==> config.mk <==
export PLATFORM = sky130hd
export DESIGN_NAME = spi_cfg_arbiter
export DESIGN_NICKNAME = d
export VERILOG_FILES = /design/src/rtl/spi_arb_pkg.sv /design/src/rtl/spi_rr_arbiter.sv /design/src/rtl/spi_cfg_arbiter.sv
export SDC_FILE = /design/constraint.sdc
export NUM_CORES = 1
export LEC_CHECK = 0
export CAP_MARGIN = 10
export CORE_MARGIN = 4
export CORE_UTILIZATION = 43
export CTS_BUF_LIST = sky130_fd_sc_hd__clkbuf_8
export CTS_CLUSTER_DIAMETER = 30
export DETAILED_ROUTE_END_ITERATION = 8
export PLACE_DENSITY = 0.82
export SKIP_LAST_GASP = 1
export SYNTH_ARGS = -nofsm -noshare
export SYNTH_HDL_FRONTEND = slang
export SYNTH_SLANG_ARGS = --single-unit
==> constraint.sdc <==
create_clock -name clk -period 2.5 [get_ports clk]
set_clock_uncertainty 0.1 [all_clocks]
set_input_delay 0.625 -clock clk [delete_from_list [all_inputs] [get_ports clk]]
set_output_delay 0.625 -clock clk [all_outputs]
set_load 0.02 [all_outputs]
==> src/rtl/spi_arb_pkg.sv <==
// -----------------------------------------------------------------------------
// spi_arb_pkg
// Shared definitions for the SPI configuration arbiter:
//   - WORD_W        : width of one configuration word sent to the SPI shifter
//   - ST_*          : 3-bit encodings of the arbiter FSM states
//   - arb_state_t   : enumerated state type built from those encodings
// -----------------------------------------------------------------------------
package spi_arb_pkg;

    localparam int WORD_W = 32;

    localparam logic [2:0] ST_IDLE       = 3'd0;
    localparam logic [2:0] ST_ISSUE      = 3'd1;
    localparam logic [2:0] ST_WAIT_START = 3'd2;
    localparam logic [2:0] ST_WAIT_DONE  = 3'd3;
    localparam logic [2:0] ST_GAP        = 3'd4;

    typedef enum logic [2:0] {
        S_IDLE       = ST_IDLE,
        S_ISSUE      = ST_ISSUE,
        S_WAIT_START = ST_WAIT_START,
        S_WAIT_DONE  = ST_WAIT_DONE,
        S_GAP        = ST_GAP
    } arb_state_t;

endpackage

==> src/rtl/spi_rr_arbiter.sv <==
// -----------------------------------------------------------------------------
// spi_rr_arbiter
// Combinational winner select among up to four requesters.
// Default build: round-robin, the search starts at last_grant+1 (mod NUM_REQ).
// With SPI_ARB_FIXED_PRIO_EN defined: fixed priority, lowest valid index wins
// and last_grant is ignored.
//
// Ports:
//   valid      in  [NUM_REQ-1:0] per-requester request
//   last_grant in  [1:0]         index of the previous winner
//   winner     out [NUM_REQ-1:0] one-hot winner, 0 when nothing is valid
//   winner_id  out [1:0]         binary index of the winner
//   any_valid  out               at least one requester is valid
// -----------------------------------------------------------------------------
module spi_rr_arbiter
    import spi_arb_pkg::*;
#(
    parameter int NUM_REQ = 2
) (
    input  logic [NUM_REQ-1:0] valid,
    input  logic [1:0]         last_grant,
    output logic [NUM_REQ-1:0] winner,
    output logic [1:0]         winner_id,
    output logic               any_valid
);

    // Zero-extend to four lanes so a 2-bit index is always in range.
    logic [3:0] valid_pad;
    logic       found;

    assign valid_pad = 4'(valid);
    assign any_valid = |valid;

`ifdef SPI_ARB_FIXED_PRIO_EN
    logic unused_last_grant;
    assign unused_last_grant = ^last_grant;

    always_comb begin
        winner_id = '0;
        found     = 1'b0;
        for (int k = 0; k < NUM_REQ; k++) begin
            if (!found && valid_pad[k]) begin
                found     = 1'b1;
                winner_id = 2'(k);
            end
        end
    end
`else
    logic [2:0] idx;

    // Walk the requesters starting just after the last winner, wrapping at
    // NUM_REQ; the first valid one found wins.
    always_comb begin
        winner_id = '0;
        found     = 1'b0;
        idx       = '0;
        for (int k = 1; k <= NUM_REQ; k++) begin
            idx = {1'b0, last_grant} + 3'(k);
            if (idx >= 3'(NUM_REQ)) begin
                idx = idx - 3'(NUM_REQ);
            end
            if (!found && valid_pad[idx[1:0]]) begin
                found     = 1'b1;
                winner_id = idx[1:0];
            end
        end
    end
`endif

    assign winner = any_valid ? NUM_REQ'(4'b0001 << winner_id) : '0;

endmodule

==> src/rtl/spi_cfg_arbiter.sv <==
// -----------------------------------------------------------------------------
// spi_cfg_arbiter
// Shares one SPI shifter among NUM_REQ AXI-Stream configuration requesters.
// One word is accepted in IDLE, forwarded to the shifter, the shifter's busy
// flag is tracked until the frame ends, then a GAP_CYCLES idle gap is enforced
// before the next requester can be accepted.
//
// Build option: define SPI_ARB_FIXED_PRIO_EN for fixed-priority arbitration
// (lowest index wins); otherwise round-robin.
//
// Ports:
//   clk            in                    clock, rising edge
//   resetn         in                    asynchronous active-low reset
//   s_axis_tdata   in  [32*NUM_REQ-1:0]  requester words, lane i = [32i+31:32i]
//   s_axis_tvalid  in  [NUM_REQ-1:0]     requester valids
//   s_axis_tready  out [NUM_REQ-1:0]     requester readies, at most one high
//   m_axis_tdata   out [31:0]            held word to the shifter
//   m_axis_tvalid  out                   held word valid
//   m_axis_tready  in                    shifter ready
//   spi_busy       in                    shifter frame in progress
//   grant          out [NUM_REQ-1:0]     one-hot frame owner, 0 when idle
//   grant_id       out [1:0]             binary frame owner
//   idle           out                   high only in IDLE
//   xfer_count     out [CNT_WIDTH-1:0]   completed frames, wrapping
// -----------------------------------------------------------------------------
module spi_cfg_arbiter
    import spi_arb_pkg::*;
#(
    parameter int NUM_REQ    = 2,
    parameter int GAP_CYCLES = 4,
    parameter int CNT_WIDTH  = 16
) (
    input  logic                        clk,
    input  logic                        resetn,
    input  logic [WORD_W*NUM_REQ-1:0]   s_axis_tdata,
    input  logic [NUM_REQ-1:0]          s_axis_tvalid,
    output logic [NUM_REQ-1:0]          s_axis_tready,
    output logic [WORD_W-1:0]           m_axis_tdata,
    output logic                        m_axis_tvalid,
    input  logic                        m_axis_tready,
    input  logic                        spi_busy,
    output logic [NUM_REQ-1:0]          grant,
    output logic [1:0]                  grant_id,
    output logic                        idle,
    output logic [CNT_WIDTH-1:0]        xfer_count
);

    localparam int GAP_W = (GAP_CYCLES > 1) ? $clog2(GAP_CYCLES) : 1;

    arb_state_t           state;
    logic [1:0]           last_grant;
    logic [NUM_REQ-1:0]   winner;
    logic [1:0]           winner_id;
    logic                 any_valid;
    logic [WORD_W-1:0]    word_sel;
    logic [GAP_W-1:0]     gap_cnt;

    spi_rr_arbiter #(
        .NUM_REQ (NUM_REQ)
    ) u_arb (
        .valid      (s_axis_tvalid),
        .last_grant (last_grant),
        .winner     (winner),
        .winner_id  (winner_id),
        .any_valid  (any_valid)
    );

    // One-hot mux of the winning requester's word.
    always_comb begin
        word_sel = '0;
        for (int i = 0; i < NUM_REQ; i++) begin
            if (winner[i]) begin
                word_sel = s_axis_tdata[i*WORD_W +: WORD_W];
            end
        end
    end

    // Ready is combinational from tvalid so the word is taken in the same
    // IDLE cycle; it is held low while reset is asserted.
    assign s_axis_tready = (resetn && (state == S_IDLE)) ? winner : '0;

    always_ff @(posedge clk or negedge resetn) begin
        if (!resetn) begin
            state         <= S_IDLE;
            m_axis_tvalid <= 1'b0;
            m_axis_tdata  <= '0;
            grant         <= '0;
            grant_id      <= '0;
            idle          <= 1'b1;
            xfer_count    <= '0;
            last_grant    <= 2'(NUM_REQ - 1);
            gap_cnt       <= '0;
        end else begin
            case (state)
                S_IDLE: begin
                    if (any_valid) begin
                        m_axis_tdata  <= word_sel;
                        m_axis_tvalid <= 1'b1;
                        grant         <= winner;
                        grant_id      <= winner_id;
                        last_grant    <= winner_id;
                        idle          <= 1'b0;
                        state         <= S_ISSUE;
                    end
                end
                S_ISSUE: begin
                    if (m_axis_tready) begin
                        m_axis_tvalid <= 1'b0;
                        state         <= S_WAIT_START;
                    end
                end
                S_WAIT_START: begin
                    if (spi_busy) begin
                        state <= S_WAIT_DONE;
                    end
                end
                S_WAIT_DONE: begin
                    if (!spi_busy) begin
                        xfer_count <= xfer_count + CNT_WIDTH'(1);
                        gap_cnt    <= GAP_W'(GAP_CYCLES - 1);
                        state      <= S_GAP;
                    end
                end
                S_GAP: begin
                    // The gap spans GAP_CYCLES states counting down to zero;
                    // the owner is released on the last one.
                    if (gap_cnt == '0) begin
                        grant    <= '0;
                        grant_id <= '0;
                        idle     <= 1'b1;
                        state    <= S_IDLE;
                    end else begin
                        gap_cnt <= gap_cnt - GAP_W'(1);
                    end
                end
                default: begin
                    m_axis_tvalid <= 1'b0;
                    grant         <= '0;
                    grant_id      <= '0;
                    idle          <= 1'b1;
                    state         <= S_IDLE;
                end
            endcase
        end
    end

endmodule

==> key figures <==
Pwr
  • Sequential power share: 32.5%
  • VDD IR-drop max: 726 uV
  • PD cells: approximately 1100 nW/um^2
  • Gate power share: between 40 and 50%
  • Clk pwr share: approximately a fifth
  • Switch share: a little under two fifths
  • Sw power: approximately 1.8 mW
  • Internal: ~3.1 mW
  • Lkg Pwr: 1.95 nW

GRT
  • Grt total ovfl: 0
  • Initial antenna violation count: 0
  • GRT Total Usage: between 20% and 30%
  • Global-route wire length before repair: about 12000 um
  • Vias in the first global route: ~2700
  • Largest net degree at the start of global routing: 43

Route
  • Avg WL per Cell: between 15 and 20 um
  • Routed WL: around 7900 um
  • DRC viols: 0
  • Vias per std cell: 5.18
  • DRT iter0 DRCs: around 140
  • DRT antenna net count: 0
  • Max Used Layer: met4
  • Total number of vias: ~2600
  • Wl on met1: between 3000 and 4000 um
  • Met3 wire len: about 570 um
  • Met2 routed WL: ~3800 um
  • Drt pass-1 iters: 4

Synth
  • Yosys reg bits: approximately 60
  • Most area-hungry cell type in the Yosys netlist: dfrtp_1
  • Seq/Total Area, Yosys: between 50% and 60%
  • Post-Syn Instances: approximately 280
  • Avg Cell Area, Syn: between 9 and 10 um^2
  • Main synth FF type: dfrtp_1
  • Netlist cell types: 39
  • Cell Area, Synth: approximately 2800 um^2
  • Asr flop ratio synth: 100%
  • EDFF count, synth: 0
  • Top-area cell type share of the netlist area: 53.0%
  • Post-Syn Nets: between 300 and 400
  • Yosys warning count: 0
  • Synth top area cells: dfrtp_1, a21oi_1, nand2_1

Clocking
  • CTS Root Cell: clkbuf_8
  • CTS tree: done
  • CTS HTree Levels: 3
  • Worst-skew pair later-pin latency: ~0.33 ns
  • Number of CTS-inserted buffers: 9
  • CTS max path bufs: 2
  • Worst-path clk slew: 0.07 ns
  • CTS Sinks: slightly above 60

Setup path
  • Critical-path top delay cell: or3_4
  • Reg2Reg Depth: 5
  • Worst path required time: about 1.8 ns
  • Crit Path Max Fanout: 2
  • R2r setup slk: about 0.72 ns
  • CP endpoint: s_axis_tready[0]
  • Worst r2r src: state[2]
  • Nature of the critical path endpoint: output port
  • Critical R2R Capture: xfer_count[15]
  • Setup crit start: state[2]
  • CP Class: reg2out
  • Startpoint types: register
  • Worst path max stage delay: 0.41 ns
  • CP cell instances: or3_4, nor2_4, and3_1, buf_2
  • CP Data Arrival Time: around 1.6 ns

Finish
  • Non-Filler Instances: 500
  • Area growth syn-to-layout: 57.9%
  • Total inserted antenna cells: 0
  • Most common cell after layout, fill and taps aside: clkdlybuf4s50_1
  • Most frequent cells in the layout: clkdlybuf4s50_1, dfrtp_1, a21oi_1, nand2_1, nor2_1
  • Share of the core filled with cells: a little over two thirds
  • Fillers: about 500
  • Share of layout cells above drive strength 1: between 10 and 15%
  • Layout Nets: 490

Die
  • Core Area: between 6000 and 7000 um^2
  • Initial core utilization: between 40 and 50%
  • Full die area: 7830 um^2
  • Row cnt: 29
  • I/O Pins: approximately 130
  • Die width: around 89 um
  • Die Ht: 88.5 um

STA
  • RSZ-0062 raised after global routing: no
  • Setup violators final: 0
  • Worst slew pin tran: between 0.5 and 0.6 ns
  • Final Hold Fails: 0
  • Fin Hold WS: between 0.2 and 0.25 ns
  • Max frequency: 439 MHz
  • Crit share post-route: 91.2%
  • Slew headroom: between 60% and 70%
  • Pins over their slew limit: 0
  • Setup TNS: 0 ns
  • Fin crit period: 2.28 ns

Outcome
  • Status: finished, final reports clean

Placed design
  • Dpl cells: slightly below 500
  • Port bufs: 125
  • RD Place Congestion: between 0.8 and 0.9
  • HPWL Detailed: 5700 um

Run
  • Max_cap viols: 0

Min path
  • Hold crit path type: in2async
[Yosys cell counts (2+ instances only)]
cell type	number
a21oi_1	45
a22o_1	3
a22oi_1	12
and2_1	3
and3_1	5
buf_2	7
buf_4	3
buf_6	2
clkbuf_1	5
dfrtp_1	59
dfstp_2	2
ha_1	2
inv_1	6
nand2_1	40
nand3_1	3
nand3b_1	2
nand4_1	3
nor2_1	27
nor3_1	7
nor3_2	2
o21ai_0	15
xnor2_1	7
xor2_1	8
[power groups by stage]
stage	Combinational (mW)	Sequential [mW]	Clock, mW
floorplan	0.883	1.97	0
global placement	2.29	1.59	0
detailed placement	2.35	1.60	0
CTS	2.36	1.59	1.00
global route	2.55	1.63	1.05
finish	2.33	1.59	0.980
[worst max-delay path: cells and delay by family (launching register included)]
| kind | cells | cell delay (ns) |
|---|---|---|
| buf+inv | 1 | 0.18 |
| simple gates | 3 | 0.65 |
| flops | 1 | 0.40 |
[cell type report]
cell class | instances | area [um^2] | share of cell area [%]
clock buffer | 11 | 151 | 3.44
clock inverter | 5 | 75.1 | 1.71
inverter | 6 | 22.5 | 0.512
multi-input combinational | 200 | 1160 | 26.3
sequential | 61 | 1530 | 34.7
tap | 77 | 96.3 | 2.19
timing repair buffer | 140 | 1370 | 31.1
[repair_timing]
| action | 4_1_cts | 5_1_grt |
|---|---|---|
| resized for setup | 12 | 5 |
| pin swaps | 0 | 1 |
| hold buffers | 0 | 0 |
| buffers inserted | 0 | 0 |
| endpoints found under the setup margin | 2 | 14 |
[cell families after synthesis]
| family | synth area share (%) |
|---|---|
| and+or+nand+nor | 18.2 |
| xor gates and xnor gates | 4.71 |
| buffers and inverters | 4.35 |
| AOI/OAI and AO/OA | 16.6 |
| DFF | 54.8 |
| adders and majority gates | 0.898 |
| muxes | 0.404 |
[worst min-delay path by stage]
| stage | end | slack [ns] | cells past startpoint |
|---|---|---|---|
| 6_report | m_axis_tdata[8] | 0.22 | 2 |
| 5_1_grt | grant_id[0] | 0.22 | 2 |
| 4_1_cts | m_axis_tdata[8] | 0.22 | 2 |
| 3_5_place_dp | gap_cnt[0] | 0.37 | 1 |
| 3_3_place_gp | gap_cnt[0] | 0.35 | 1 |
| 2_1_floorplan | gap_cnt[0] | 0.23 | 0 |
[flip-flops by register name, summed over array words and instances (netlist names)]
| name | flops |
|---|---|
| grant_id | 2 |
| gap_cnt | 2 |
| m_axis_tdata | 32 |
| grant | 2 |
| m_axis_tvalid | 1 |
| xfer_count | 16 |
| last_grant | 2 |
| state | 3 |
| idle | 1 |
[per-stage QoR]
stage	cell area (um^2)	total power, mW	worst slack [ns]
after floorplan	2790	2.85	0.178
after global placement	4160	3.88	-0.505
after detailed placement	4160	3.95	-0.561
after CTS	4390	4.95	0.0123
after global routing	4400	5.24	0.160
final	4400	4.90	0.220
[metal layers]
| metal | vias up | GRT usage (%) |
|---|---|---|
| met5 | - | 0 |
| met4 | 0 | 7.42 |
| met3 | 11 | 5.59 |
| met2 | 90 | 33.6 |
| met1 | 1245 | 26.8 |
| li1 | 1244 | - |
(Power assumes the default switching activity.)
==> edit, RTL diff (config.mk and constraints unchanged) <==
`NUM_REQ` is set to 2 in 2 places; all go to 1.
--- a/src/rtl/spi_rr_arbiter.sv
+++ b/src/rtl/spi_rr_arbiter.sv
@@ -15,7 +15,7 @@
 module spi_rr_arbiter
     import spi_arb_pkg::*;
 #(
-    parameter int NUM_REQ = 2
+    parameter int NUM_REQ = 1
 ) (
     input  logic [NUM_REQ-1:0] valid,
     input  logic [1:0]         last_grant,
--- a/src/rtl/spi_cfg_arbiter.sv
+++ b/src/rtl/spi_cfg_arbiter.sv
@@ -26,7 +26,7 @@
 module spi_cfg_arbiter
     import spi_arb_pkg::*;
 #(
-    parameter int NUM_REQ    = 2,
+    parameter int NUM_REQ    = 1,
     parameter int GAP_CYCLES = 4,
     parameter int CNT_WIDTH  = 16
 ) (
Interface: changed (resized grant, s_axis_tdata, s_axis_tready and s_axis_tvalid); port bits go from 126 to 91. No check against the original RTL was run, so the function may have changed too.
==> edit against the original RTL <==
Design area decreased by 20%. Synthesized area decreased by 15%. Fmax decreased by 4.0%. Count of clock-buffer cells in the layout unchanged. Critical endpoint is now s_axis_tready. Setup slack got worse by 0.096 ns. First-iteration DRC count decreased by 73%. Synthesized cell count decreased by 40%. Sequential cell count decreased by 3. Power decreased by 16%. Routed wire length decreased by 38%.
==> edit: results (changes against the original RTL) <==
Root Driver clkbuf_8; wire length per cell after detailed routing 14.1 um (-11%); largest cells by area after synthesis dfrtp_1, mux2_2, xnor2_1; filler instances 423 (-16%); vias 1673 (-35%); internal reg-to-reg setup slack 0.66 ns (-0.06 ns); all-layer global routing usage 16.2% (-4.6 points); worst reg2reg path depth 3 (-2); highest metal layer used by the detailed router met4; pre-CTS setup slack -0.338 ns (+0.224 ns); total met2 wirelength after detailed routing 2310 um (-38%); end point of the worst hold path xfer_count[15]; count of input and output buffers 90 (-28%); cell depth of the worst hold path 1; commonest cells in the synthesized netlist dfrtp_1, mux2_2, nor2_1; global-route met2 utilization 25.1% (-8.5 points); type of the worst min-delay path flop to flop; Ys Warns 0 (unchanged); transition time at the pin with the least slew margin 0.709 ns (+0.126 ns); cell with the largest stage delay on the worst path clkdlybuf4s50_1; met3 global-route usage 5.48% (-0.10 points); number of different library cells in the post-synthesis netlist 33 (-15%); clock transition at the registers of the reported paths 0.06 ns; placed standard-cell area 3350 um2 (-20%); 1st-iter DRT viols 37 (-73%); number of nets in the final layout 311 (-37%); maximum vdd drop 723 uV (-0.40%); CP max FO 2 (unchanged); clock latency of the later-clocked register in the worst-skew pair 0.32 ns; Critical R2R Launch state[0]; First-pass DRT Iterations 4 (unchanged); beginning of the worst hold path xfer_count[15]; antenna cell count 0 (unchanged); FF-to-FF End m_axis_tdata[20]; first-pass GRT wire length 8010 um (-36%); postcts setup bufs 0 (unchanged); status finished clean; routed metal-1 wirelength 2110 um (-39%); biggest registers after layout m_axis_tdata x32, xfer_count x16, state x3; kind of cell with the highest combined delay on the critical path buffers and inverters; share of async-settable or async-resettable flops after synthesis 100% (unchanged); leakage component of the power 0.00154 uW (-21%); arrival time at the worst endpoint 1.65 ns (+0.09 ns); proportion of synthesized chip area in sequential cells 61.7% (+6.8 points); maximum number of pins on one net before global-route repair 59 (+37%); routed wl met3 395 um (-31%); H-tree depth reported by CTS 3 (unchanged); delay contributed by the slowest stage of the critical path 0.48 ns (+0.07 ns); worst-case clock buffer depth 2 (unchanged); GPL Wtd Cong 0.714 (-12%); global-route met1 utilization 19.7% (-7.2 points); total clock buffers created by CTS 9 (unchanged); initial antenna violation count 0 (unchanged); placed wire-length estimate after detailed placement 3520 um (-38%); fraction of final layout cells with drive strength greater than 1 21.4% (+10 points); number of nets produced by synthesis 210 (-41%)
## edit: per-stage QoR
step                TNS (ns)  hold WS, ns  cells
floorplan                  0        0.229    171
global placement      -0.321        0.357    331
detailed placement    -0.338        0.369    331
CTS                        0        0.377    346
global route               0        0.392    346
finish                     0        0.367    346
## edit: cell families after synthesis
| family | count (synthesis) | synth area share, % |
|---|---|---|
| AO/OA/AOI/OAI | 12 | 3.13 |
| multiplexers | 33 | 15.8 |
| XOR/XNOR | 15 | 5.58 |
| AND/OR/NAND/NOR | 38 | 9.67 |
| flip-flops | 58 | 61.7 |
| buffers and inverters | 13 | 3.13 |
| adder cells (fa/ha/maj) | 2 | 1.06 |
## edit: worst max-delay path by stage
stage | slack, ns | startpoint | cells after the start | end
2_1_floorplan | 0.40 | s_axis_tvalid | 4 | s_axis_tready
3_5_place_dp | -0.34 | s_axis_tvalid | 4 | s_axis_tready
5_1_grt | 0.03 | s_axis_tvalid | 4 | s_axis_tready
4_1_cts | 0.10 | s_axis_tvalid | 4 | s_axis_tready
6_report | 0.12 | s_axis_tvalid | 4 | s_axis_tready
3_3_place_gp | -0.32 | s_axis_tvalid | 4 | s_axis_tready
## edit: where the power goes
part | switching, uW | internal (uW) | total, uW
clock network | 334 | 399 | 733
logic | 850 | 995 | 1850
registers | 227 | 1310 | 1540
## edit: layout make-up
type                       count  area, um2  area share [%]
tap                           70       87.6            2.49
sequential                    58       1450            41.4
inverter                       7       26.3           0.748
clock buffer                  11        151            4.31
clock inverter                 4       18.8           0.535
multi-input combinational    100        838            23.9
timing repair buffer          96        936            26.7
## edit: timing repair
action	4_1_cts	5_1_grt
gates resized for setup	4	0
hold buffers	0	0
setup endpoints to repair	1	0
